**config.mk**
```make
export PLATFORM = sky130hd
export DESIGN_NAME = apb_rr_master_arb
export DESIGN_NICKNAME = d
export VERILOG_FILES = /design/src/rtl/apb_rr_master_arb.sv
export SDC_FILE = /design/constraint.sdc
export NUM_CORES = 1
export LEC_CHECK = 0
export CAP_MARGIN = 0
export CORE_MARGIN = 2
export CORE_UTILIZATION = 30
export DETAILED_ROUTE_END_ITERATION = 6
export DONT_BUFFER_PORTS = 1
export GPL_ROUTABILITY_DRIVEN = 0
export PLACE_DENSITY = 0.46
export SYNTH_ARGS = -nofsm -noshare
export SYNTH_HDL_FRONTEND = slang
export SYNTH_SLANG_ARGS = --single-unit
```
**constraint.sdc**
```tcl
create_clock -name clk -period 2.3 [get_ports clk]
set_clock_uncertainty 0.05 [all_clocks]
set_input_delay 0.46 -clock clk [delete_from_list [all_inputs] [get_ports clk]]
set_output_delay 0.46 -clock clk [all_outputs]
set_load 0.01 [all_outputs]
```
**src/rtl/apb_rr_master_arb.sv**
```systemverilog
// Round-robin arbiter that lets NUM_REQ requesters share one APB master port.
// One transfer outstanding at a time: IDLE handshake, SETUP, ACCESS (with timeout), RESP.
module apb_rr_master_arb #(
  parameter int unsigned NUM_REQ = 4,
  parameter int unsigned ADDR_W  = 8,
  parameter int unsigned DATA_W  = 32,
  parameter int unsigned TIMEOUT = 16
) (
  input  logic                      clk,
  input  logic                      reset,
  input  logic [NUM_REQ-1:0]        req_valid,
  input  logic [NUM_REQ-1:0]        req_write,
  input  logic [NUM_REQ*ADDR_W-1:0] req_addr,
  input  logic [NUM_REQ*DATA_W-1:0] req_wdata,
  output logic [NUM_REQ-1:0]        req_ready,
  output logic [NUM_REQ-1:0]        rsp_valid,
  output logic [DATA_W-1:0]         rsp_rdata,
  output logic                      rsp_err,
  output logic                      psel,
  output logic                      penable,
  output logic [ADDR_W-1:0]         paddr,
  output logic                      pwrite,
  output logic [DATA_W-1:0]         pwdata,
  input  logic                      pready,
  input  logic [DATA_W-1:0]         prdata
);

  localparam int unsigned IDX_W = $clog2(NUM_REQ);
  localparam int unsigned CNT_W = $clog2(TIMEOUT);

  typedef enum logic [1:0] {IDLE, SETUP, ACCESS, RESP} state_t;

  state_t              state_q, state_d;
  logic [IDX_W-1:0]    last_grant;
  logic [IDX_W-1:0]    grant_q;
  logic [IDX_W-1:0]    winner;
  logic                any_valid;
  logic [CNT_W-1:0]    cnt_q;
  logic [ADDR_W-1:0]   addr_q;
  logic                write_q;
  logic [DATA_W-1:0]   wdata_q;
  logic [DATA_W-1:0]   rdata_q;
  logic                err_q;
  logic                timeout_hit;

  assign timeout_hit = (cnt_q == CNT_W'(TIMEOUT - 1));

  // First valid requester searching upward from the one after last_grant.
  always_comb begin
    winner    = '0;
    any_valid = 1'b0;
    for (int unsigned k = 1; k <= NUM_REQ; k++) begin
      if (!any_valid && req_valid[IDX_W'((32'(last_grant) + k) % NUM_REQ)]) begin
        any_valid = 1'b1;
        winner    = IDX_W'((32'(last_grant) + k) % NUM_REQ);
      end
    end
  end

  always_ff @(posedge clk) begin
    if (reset) state_q <= IDLE;
    else       state_q <= state_d;
  end

  always_comb begin
    state_d = state_q;
    case (state_q)
      IDLE:    if (any_valid) state_d = SETUP;
      SETUP:   state_d = ACCESS;
      ACCESS:  if (pready || timeout_hit) state_d = RESP;
      RESP:    state_d = IDLE;
      default: state_d = IDLE;
    endcase
  end

  // Command latch, round-robin pointer, wait counter and response capture.
  always_ff @(posedge clk) begin
    if (reset) begin
      last_grant <= IDX_W'(NUM_REQ - 1);
      grant_q    <= '0;
      cnt_q      <= '0;
      addr_q     <= '0;
      write_q    <= 1'b0;
      wdata_q    <= '0;
      rdata_q    <= '0;
      err_q      <= 1'b0;
    end else begin
      case (state_q)
        IDLE: begin
          if (any_valid) begin
            addr_q     <= req_addr[32'(winner)*ADDR_W +: ADDR_W];
            write_q    <= req_write[winner];
            wdata_q    <= req_wdata[32'(winner)*DATA_W +: DATA_W];
            grant_q    <= winner;
            last_grant <= winner;
          end
        end
        SETUP: cnt_q <= '0;
        ACCESS: begin
          if (pready) begin
            rdata_q <= write_q ? '0 : prdata;
            err_q   <= 1'b0;
          end else if (timeout_hit) begin
            rdata_q <= '0;
            err_q   <= 1'b1;
          end else begin
            cnt_q <= cnt_q + CNT_W'(1);
          end
        end
        default: ;
      endcase
    end
  end

  // Handshake is only offered in IDLE; suppressed while reset is held.
  always_comb begin
    req_ready = '0;
    if (state_q == IDLE && any_valid && !reset) req_ready[winner] = 1'b1;
  end

  always_comb begin
    rsp_valid = '0;
    if (state_q == RESP) rsp_valid[grant_q] = 1'b1;
  end

  assign rsp_rdata = (state_q == RESP) ? rdata_q : '0;
  assign rsp_err   = (state_q == RESP) && err_q;
  assign psel      = (state_q == SETUP) || (state_q == ACCESS);
  assign penable   = (state_q == ACCESS);
  assign paddr     = addr_q;
  assign pwrite    = write_q;
  assign pwdata    = wdata_q;

endmodule

```
# --- Word-level counts from Yosys, hierarchy flattened ---
# Index checks and enable logic that the tools add are counted.
word_totals:
  ff_bits: 84
  input_bits: 203
  output_inout_bits: 84
  elab_cells: 89
classes:
  n_addsub: 5
  order_cmp: 8
  eq_ne: 8
  shift: 2
  muxes: 36
  n_reduce_logical: 21
ops:
  columns: ["op", "n"]
  rows:
  - ["32-bit 2-to-1 mux", 4]
  - ["128-bit by 8-bit variable part select with 32-bit output", 1]
  - ["32-bit by 6-bit variable part select with 8-bit output", 1]
  - ["2-bit by 3-bit less-than comparator with 1-bit output (second input constant)", 6]
  - ["4-bit 2-to-1 mux", 4]
  - ["1-bit 2-to-1 mux", 13]
  - ["2-bit 2-to-1 mux", 6]
  - ["1-bit binary-select mux with 2-bit select", 5]
  - ["1-bit logical AND", 8]
  - ["2-bit one-hot mux with 4 select lines", 1]
  - ["4-bit one-hot mux with 2 select lines", 1]
  - ["2-bit inequality test (second input constant)", 3]
  - ["2-bit AND reduction", 3]
  - ["2-bit by 1-bit adder with 2-bit output (second input constant)", 2]
  - ["2-bit adder (second input constant)", 2]
  - ["4-bit by 1-bit adder with 4-bit output (second input constant)", 1]
  - ["1-bit demux with 2-bit select", 2]
  - ["2-bit equality test (second input constant)", 2]
  - ["4-bit equality test (second input constant)", 1]
  - ["2-bit by 1-bit greater-or-equal comparator with 1-bit output (second input constant)", 2]
  - ["1-bit zero test", 4]
  - ["2-bit nonzero test", 2]
  - ["3-bit AND reduction", 1]
  - ["2-bit by 1-bit equality test with 1-bit output (second input constant)", 1]
  - ["other kinds (3)", 4]

# --- Depth between registers and ports, before layout ---
# Gate-level depths: netlist (run 1).
depth:
  word_depth: 18
  mapped_depth: 9
  ltp_nobuf: 7

# --- Least setup slack after synthesis (run 1) ---
# Ideal clock, no wire load.
synth_path:
  path_kind: "input -> output"
  start: "in req_valid[2]"
  end: "out req_ready[3]"
  arrival_ns: 1.741
  required_ns: 1.790
  slack_ns: 0.049
  cell_stages: 5
  path_buffers: 1
  cell_sequence: "buf_2 > or2_2 > a21oi_1 > o21ai_0 > nor3b_1"
synth_between:
  elab_chain_len: 17
  word_cells_on_any_way: 30
  classes_between: "order compare: 2; mux: 19; reduce/logical: 9"
synth_lines:
  columns: ["element", "line", "rtl"]
  rows:
  - ["start, declared", "11", "input logic [NUM_REQ-1:0] req_valid,"]
  - ["1-bit binary-select mux with 2-bit select", "53", "if (!any_valid && req_valid[IDX_W'((32'(last_grant) + k) % NUM_REQ)]) begin"]
  - ["1-bit 2-to-1 mux (not written as such)", "53", null]
  - ["1-bit 2-to-1 mux", "53", null]
  - ["1-bit zero test", "53", null]
  - ["1-bit logical AND", "53", null]
  - ["1-bit 2-to-1 mux", "53", null]
  - ["1-bit zero test", "53", null]
  - ["1-bit logical AND", "53", null]
  - ["1-bit 2-to-1 mux", "53", null]
  - ["1-bit zero test", "53", null]
  - ["1-bit logical AND", "53", null]
  - ["2-bit 2-to-1 mux", "53", null]
  - ["2-bit by 3-bit less-than comparator with 1-bit output (not written as such) / 2-bit by 1-bit greater-or-equal comparator with 1-bit output (equally long branches)", "118", "if (state_q == IDLE && any_valid && !reset) req_ready[winner] = 1'b1;"]
  - ["1-bit logical AND (not written as such)", "118", null]
  - ["1-bit 2-to-1 mux (not written as such)", "118", null]
  - ["1-bit demux with 2-bit select", "118", null]
  - ["4-bit 2-to-1 mux (*)", "118", null]
  - ["end, declared", "15", "output logic [NUM_REQ-1:0] req_ready,"]
# Mark *: on every way between the ends. The rest lies on a longest branch, timed or not. The select of a mux whose other input is x is not followed.

# --- Final worst setup path (run 1) ---
layout_path:
  start: "reg last_grant[1]"
  end: "out req_ready[0]"
layout_between:
  elab_chain_len: 18
  word_cells_on_any_way: 34
  classes_between: "add/sub: 4; order compare: 2; mux: 19; reduce/logical: 9"
layout_lines:
  columns: ["element", "line", "rtl"]
  rows:
  - ["start, declared", "34", "logic [IDX_W-1:0] last_grant;"]
  - ["start signal, assigned", "79", "last_grant <= IDX_W'(NUM_REQ - 1);"]
  - ["start signal, assigned", "95", "last_grant <= winner;"]
  - ["2-bit by 1-bit adder with 2-bit output", "53, 55", null]
  - ["1-bit binary-select mux with 2-bit select", "53", null]
  - ["1-bit 2-to-1 mux (not written as such)", "53", null]
  - ["1-bit 2-to-1 mux", "53", null]
  - ["1-bit zero test", "53", null]
  - ["1-bit logical AND", "53", null]
  - ["1-bit 2-to-1 mux", "53", null]
  - ["1-bit zero test", "53", null]
  - ["(+2 left out)", null, null]
  - ["1-bit zero test", "53", null]
  - ["1-bit logical AND", "53", null]
  - ["2-bit 2-to-1 mux", "53", null]
  - ["2-bit by 3-bit less-than comparator with 1-bit output (not written as such) / 2-bit by 1-bit greater-or-equal comparator with 1-bit output (equally long branches)", "118", null]
  - ["1-bit logical AND (not written as such)", "118", null]
  - ["1-bit 2-to-1 mux (not written as such)", "118", null]
  - ["1-bit demux with 2-bit select", "118", null]
  - ["4-bit 2-to-1 mux (*)", "118", null]
# Marked as above.

==> summary.md, run 1 <==
| Metric | Value |
|---|---|
| Status | complete, no violations |
| Worst hold path class | in -> reg |
| #FFs+latches synth | 84 |
| IO Port Bufs | 0 |
| Most frequent cells in the layout | 125 x nor2_1, 82 x dfxtp_1, 77 x nand2_1 |
| Sequential share of power | 35.4% |
| Leakage power figure | 2.26 nW |
| Final Hold Fails | 0 |
| Total CTS buffers | 9 |
| R2r worst-path depth | 6 |
| CTS resizes | 0 |
| Footprint of the multi-input gates | 2980 um^2 |
| Worst setup margin | 0.216 ns |
| Core area | 16000 um^2 |
| Slew margin rel. | 66.1% |
| TNS Setup | 0 ns |
| Starting Density | 30.9% |
| CP Class | reg -> out |
| Clk pwr share | 20.6% |
| Min-delay src | pready |
| Clk pin slew, worst setup/hold paths | 0.07 ns |
| R2r endpoint | paddr[4] |
| CTS Root Cell | clkbuf_16 |
| Layout filler cell count | 1725 |
| CP Max Fanout | 13 |
| Syn nets | 821 |
| Pre-CTS setup slack | 0.246 ns |
| Register area | 1680 um^2 |
| CTS tree | built |
| Post-synth top flop | dfxtp_1 |
| DR WL/cell | 18.2 um |
| Core Rows | 46 |
| Vias per inst | 5.46 |
| Setup violators final | 0 |
| Synth Warn # | 0 |
| Clk_lat worst skew | 0.34 ns |
| Post-CTS Hold Buffers | 0 |
| Sequential area share after synthesis | 34.0% |
| First-pass GRT wire length | 22900 um |
| Layout cells sized above 1 | 11.6% |
| Die height | 132 um |
| Crit path DAT | 1.57 ns |
| Routed Antenna Nets | 0 |
| Avg Cell Area, Syn | 8.07 um^2 |
| Post-synthesis cell count | 613 |
| Min-Delay Endpoint | err_q |
| Ant diodes | 0 |
| Vias in the first global route | 4334 |
| Max stage delay on crit path | 0.40 ns |
| Worst-margin pin slew | 0.508 ns |
| Largest net degree at the start of global routing | 96 |
| Yosys cell types | 50 |
| Crit path launch type | register |
| Period Utilization, post-route | 90.6% |
| Setup bufs post-CTS | 0 |
| Initial antenna violation count | 0 |
| Switching pwr | 2.78 mW |
| Sw frac | 42.0% |
| Reg2reg start | last_grant[1] |
| Cell Chain, Critical Path | o21bai_1 -> a311o_1 -> nor3b_1 -> buf_4 |
| Die Area | 17500 um^2 |
| I/O pin count | 287 |
| Max-Cap Viols | 0 |
| Reg-to-reg slack, setup | 0.40 ns |
| Vias | 4421 |
| CP required | 1.79 ns |
| Die width | 132 um |
| Total Routed Length | 14800 um |
| Nets | 797 |
| Comb pwr share | 43.9% |
| All-Layer GR Usage | 16.4% |
| DP HPWL | 10600 um |
| Slew Limit Fails | 0 |
| GRT overflow | 0 |
| Worst VDD drop | 439 uV |
| Initial detailed-routing violation count | 243 |
| Element type at the critical path end | output pin |
| DRT Pass-1 Iters | 5 |
| Hold Path Depth | 1 |
| Post-Syn Area | 4940 um^2 |
| H-tree depth | 3 |
| RSZ-0062 raised after global routing | no |
| Clock net sink count | 84 |
| Synth-to-layout area growth | 9.44% |
| Post-route DRC | 0 |
| Fmax | 0.480 GHz |
| Number of flops mapped to enable cells by yosys | 0 |
| Clock tree buffer depth | 2 |
| Post-Route Hold Slack | 0.169 ns |
| Crit path max-delay cell type | dfxtp_2 |
| Time the worst path needs with I/O delays and setup | 2.08 ns |
| Most common library cell in the layout ignoring fill and taps | nor2_1 |
| Int Power | 3.84 mW |
| P per Cell Area | 1220 nW/um^2 |
| Ys async rst share | 0% |
-- power groups by stage --
stage          sequential [mW]  clock (mW)  combinational [mW]
2_1_floorplan             2.22           0                2.43
3_3_place_gp              2.37           0                2.85
3_5_place_dp              2.38           0                2.93
4_1_cts                   2.35        1.44                2.94
5_1_grt                   2.40        1.48                3.27
6_report                  2.35        1.37                2.91
-- state kept, by name (all words and copies together), names as in the netlist --
register	count
err_q	1
rdata_q	32
cnt_q	4
paddr	8
pwdata	32
pwrite	1
last_grant	2
state_q	2
grant_q	2
-- cell type report --
| type | instances | share of cell area [%] |
|---|---|---|
| repair buffers | 18 | 3.42 |
| well taps | 216 | 4.99 |
| clock buffers | 9 | 4.16 |
| multi-input cells | 471 | 55.1 |
| inverters | 5 | 0.347 |
| flip-flops and latches | 84 | 31.1 |
| clock inverters | 6 | 0.902 |
-- worst max-delay path by stage --
stage	startpoint	to	slack [ns]	cells past startpoint
4_1_cts	last_grant[1]	req_ready[2]	0.01	4
2_1_floorplan	req_valid[2]	req_ready[3]	0.05	5
3_3_place_gp	last_grant[1]	paddr[7]	0.32	6
6_report	last_grant[1]	req_ready[0]	0.22	4
5_1_grt	last_grant[1]	req_ready[3]	0.08	5
3_5_place_dp	last_grant[1]	pwdata[6]	0.25	6
-- kinds of logic (layout without fill, tap and decap cells) --
family	count (synthesis)	count (layout)	synth area share (%)
adder cells (fa/ha/maj)	5	5	1.27
buffers and inverters	58	38	6.15
multiplexers	44	44	8.91
AO/OA/AOI/OAI	160	160	26.4
AND/OR/NAND/NOR	262	262	23.3
flip-flops	84	84	34.0
-- through the flow --
step	power [mW]	instances	util (%)	instance area, um^2
6_report	6.62	809	33.8	5410
5_1_grt	7.15	809	33.8	5410
4_1_cts	6.73	809	33.7	5400
3_5_place_dp	5.31	794	32.0	5120
3_3_place_gp	5.22	794	32.0	5120
2_1_floorplan	4.65	613	-	4940
-- cells in the mapped netlist (4+ instances only) --
master	number	share of area, %
a22oi_1	32	4.9
and2_1	33	4.2
o211a_1	8	1.6
ha_1	5	1.3
a221o_1	34	6.9
nor3_1	6	0.61
dfxtp_1	84	34
buf_6	9	2.0
o21ai_1	20	2.0
clkbuf_1	28	2.1
nor2_1	126	9.6
buf_2	15	1.5
o21ai_2	14	2.5
a21oi_1	10	1.0
o21ai_0	10	1.0
o41ai_2	5	1.6
nor3b_1	4	0.61
nand2_1	77	5.8
nand2b_1	4	0.51
inv_1	5	0.38
a21o_1	7	1.1
mux2i_1	44	8.9
-- worst max-delay path, delay by kind of cell (launching register included) --
| kind | cells | cell delay (ns) |
|---|---|---|
| AO/OA/AOI/OAI | 2 | 0.54 |
| buffers and inverters | 1 | 0.16 |
| flip-flops | 1 | 0.40 |
| AND/OR/NAND/NOR | 1 | 0.14 |
-- per-layer routing --
metal / share of wire, % / wire (um) / vias up / track usage [%]
li1: - / - / 2122 / -
met1: 38 / 5630 / 2069 / 16.9
met2: 52 / 7670 / 211 / 30.5
met3: 8.2 / 1210 / 19 / 6.50
met4: 1.7 / 246 / 0 / 4.96
met5: 0 / 0 / - / 0
(Power assumes the default switching activity.)
==> run 2: changes to the inputs <==
Settings changed: CELL_PAD_IN_SITES_DETAIL_PLACEMENT from default to 0, CELL_PAD_IN_SITES_GLOBAL_PLACEMENT from default to 2, PLACE_DENSITY 0.46 to 0.75.
==> run 2 against run 1 <==
Against the previous run:
- clock power increased by 7%
- fmax decreased by 2.1%
- routed wire length decreased by 0.43%
- critical path depth increased by 1
- flip-flop and latch count unchanged
- global-route usage increased by 0.086 points
- core utilization increased by 0.26 points
- cell count increased by 0.25%
- setup slack got worse by 0.044 ns
- critical path type unchanged
- largest cell class unchanged
- highest routed layer unchanged
==> summary.md, run 2 (same netlist as run 1, synthesis figures left out) <==
| Metric | Value |
|---|---|
| Status | complete, no violations |
| R2r endpoint | paddr[4] |
| Core Rows | 46 (unchanged) |
| CP Class | reg -> out |
| Footprint of the multi-input gates | 2980 um^2 (about the same) |
| Ant diodes | 0 (unchanged) |
| Hold Path Depth | 1 (unchanged) |
| Die Area | 17500 um^2 (unchanged) |
| Reg2reg start | last_grant[1] |
| Clk_lat worst skew | 0.34 ns (about the same) |
| Total Routed Length | 14700 um (-0.43%) |
| Worst hold path class | in -> reg |
| Worst VDD drop | 540 uV (+23%) |
| Vias | 4366 (-1.2%) |
| RSZ-0062 raised after global routing | no |
| Initial detailed-routing violation count | 171 (-30%) |
| Core area | 16000 um^2 (unchanged) |
| Pre-CTS setup slack | 0.216 ns (-0.0305 ns) |
| Post-CTS Hold Buffers | 0 (unchanged) |
| Post-route DRC | 0 (unchanged) |
| Die width | 132 um (unchanged) |
| Min-delay src | pready |
| Die height | 132 um (unchanged) |
| Starting Density | 30.9% (unchanged) |
| DR WL/cell | 18.1 um (-0.68%) |
| Final Hold Fails | 0 (unchanged) |
| Synth-to-layout area growth | 10.3% |
| Worst-margin pin slew | 0.718 ns (+0.210 ns) |
| Most common library cell in the layout ignoring fill and taps | nor2_1 |
| Layout filler cell count | 1685 (-2.3%) |
| Most frequent cells in the layout | 125 x nor2_1, 82 x dfxtp_1, 77 x nand2_1 |
| Element type at the critical path end | output pin |
| Leakage power figure | 2.27 nW (+0.76%) |
| Setup violators final | 0 (unchanged) |
| Worst setup margin | 0.171 ns (-0.0442 ns) |
| Routed Antenna Nets | 0 (unchanged) |
| CTS tree | built |
| Clk pin slew, worst setup/hold paths | 0.07 ns (about the same) |
| CP required | 1.79 ns (about the same) |
| Slew Limit Fails | 0 (unchanged) |
| Max stage delay on crit path | 0.48 ns (+0.08 ns) |
| Layout cells sized above 1 | 11.8% (+0.13 points) |
| Max-Cap Viols | 0 (unchanged) |
| Cell Chain, Critical Path | inv_1 -> a21oi_1 -> o21ai_0 -> nor3b_1 -> buf_4 |
| H-tree depth | 3 (unchanged) |
| Register area | 1680 um^2 (unchanged) |
| First-pass GRT wire length | 23100 um (+1.2%) |
| Clock net sink count | 84 (unchanged) |
| Clock tree buffer depth | 2 (unchanged) |
| Largest net degree at the start of global routing | 96 (unchanged) |
| Slew margin rel. | 52.0% (-14 points) |
| IO Port Bufs | 0 (unchanged) |
| GRT overflow | 0 (unchanged) |
| Crit path max-delay family | flip-flops |
| DP HPWL | 10600 um (+0.39%) |
| Total CTS buffers | 9 (unchanged) |
| CTS Root Cell | clkbuf_16 |
| Setup bufs post-CTS | 0 (unchanged) |
| Initial antenna violation count | 0 (unchanged) |
| I/O pin count | 287 (unchanged) |
| R2r worst-path depth | 6 (unchanged) |
| Reg-to-reg slack, setup | 0.40 ns (about the same) |
| Period Utilization, post-route | 92.5% (+1.9 points) |
| All-Layer GR Usage | 16.5% (+0.086 points) |
| Fmax | 0.470 GHz (-2.1%) |
| WP buf/inv | 2 (+1) |
| Vias in the first global route | 4341 (+0.16%) |
| Crit path launch type | register |
| Min-Delay Endpoint | err_q |
| CP Max Fanout | 13 (unchanged) |
| Crit path DAT | 1.62 ns (+0.05 ns) |
| DRT Pass-1 Iters | 5 (unchanged) |
| P per Cell Area | 1240 nW/um^2 (+1.3%) |
| TNS Setup | 0 ns (unchanged) |
| Vias per inst | 5.38 (-1.5%) |
| Nets | 798 (+0.13%) |
| Time the worst path needs with I/O delays and setup | 2.13 ns (+0.0442 ns) |
| Crit path max-delay cell type | dfxtp_2 |
## run 2: worst max-delay path by stage
stage / depth (start not counted) / to / from
5_1_grt: 5 / req_ready[3] / last_grant[1]
2_1_floorplan: 5 / req_ready[3] / req_valid[2]
4_1_cts: 3 / req_ready[2] / last_grant[0]
3_5_place_dp: 6 / rdata_q[7] / state_q[0]
3_3_place_gp: 6 / pwdata[2] / last_grant[1]
6_report: 5 / req_ready[3] / last_grant[1]
## run 2: final cells by class
type                    instances  area share (%)
clock buffers                   9            4.13
inverters                       5           0.344
flip-flops and latches         84            30.9
well taps                     216            4.96
multi-input cells             471            54.7
repair buffers                 19            3.53
clock inverters                 7            1.49
## run 2: worst reg2reg max path: stages (launching register included)
cell      delay, ns
dfxtp_2        0.40
o21bai_1       0.18
a311o_1        0.35
buf_4          0.25
a221o_1        0.43
nand2_1        0.09
o21ai_2        0.05
## run 2: power breakdown
part / total, mW / switching (mW) / internal, mW
Combinational: 2.94 / 1.69 / 1.25
Clock: 1.47 / 0.699 / 0.772
Sequential: 2.35 / 0.488 / 1.87
Total: 6.76 / 2.87 / 3.88
## run 2: metrics by stage
step / std cells / hold WS (ns) / cell area (um^2) / utilization (%) / power (mW)
after global routing: 811 / 0.141 / 5450 / 34.1 / 7.31
final: 811 / 0.157 / 5450 / 34.1 / 6.76
after floorplan: 613 / 0.398 / 4940 / - / 4.65
after detailed placement: 795 / 0.425 / 5130 / 32.1 / 5.34
after global placement: 795 / 0.413 / 5130 / 32.1 / 5.25
after CTS: 811 / 0.115 / 5440 / 34.0 / 6.87
## run 2: layer usage
| layer | vias to the layer above | part of all wire [%] | GRT usage, % |
|---|---|---|---|
| met2 | 192 | 51 | 29.9 |
| met1 | 2032 | 39 | 18.3 |
| met4 | 0 | 2.2 | 5.62 |
| met3 | 20 | 7.8 | 5.04 |
| li1 | 2122 | - | - |
| met5 | - | 0 | 0 |
## run 2: what timing repair did
item | in CTS | in global routing
endpoints found under the setup margin | 2 | 29
gates cloned | 0 | 0
resized for setup | 1 | 5
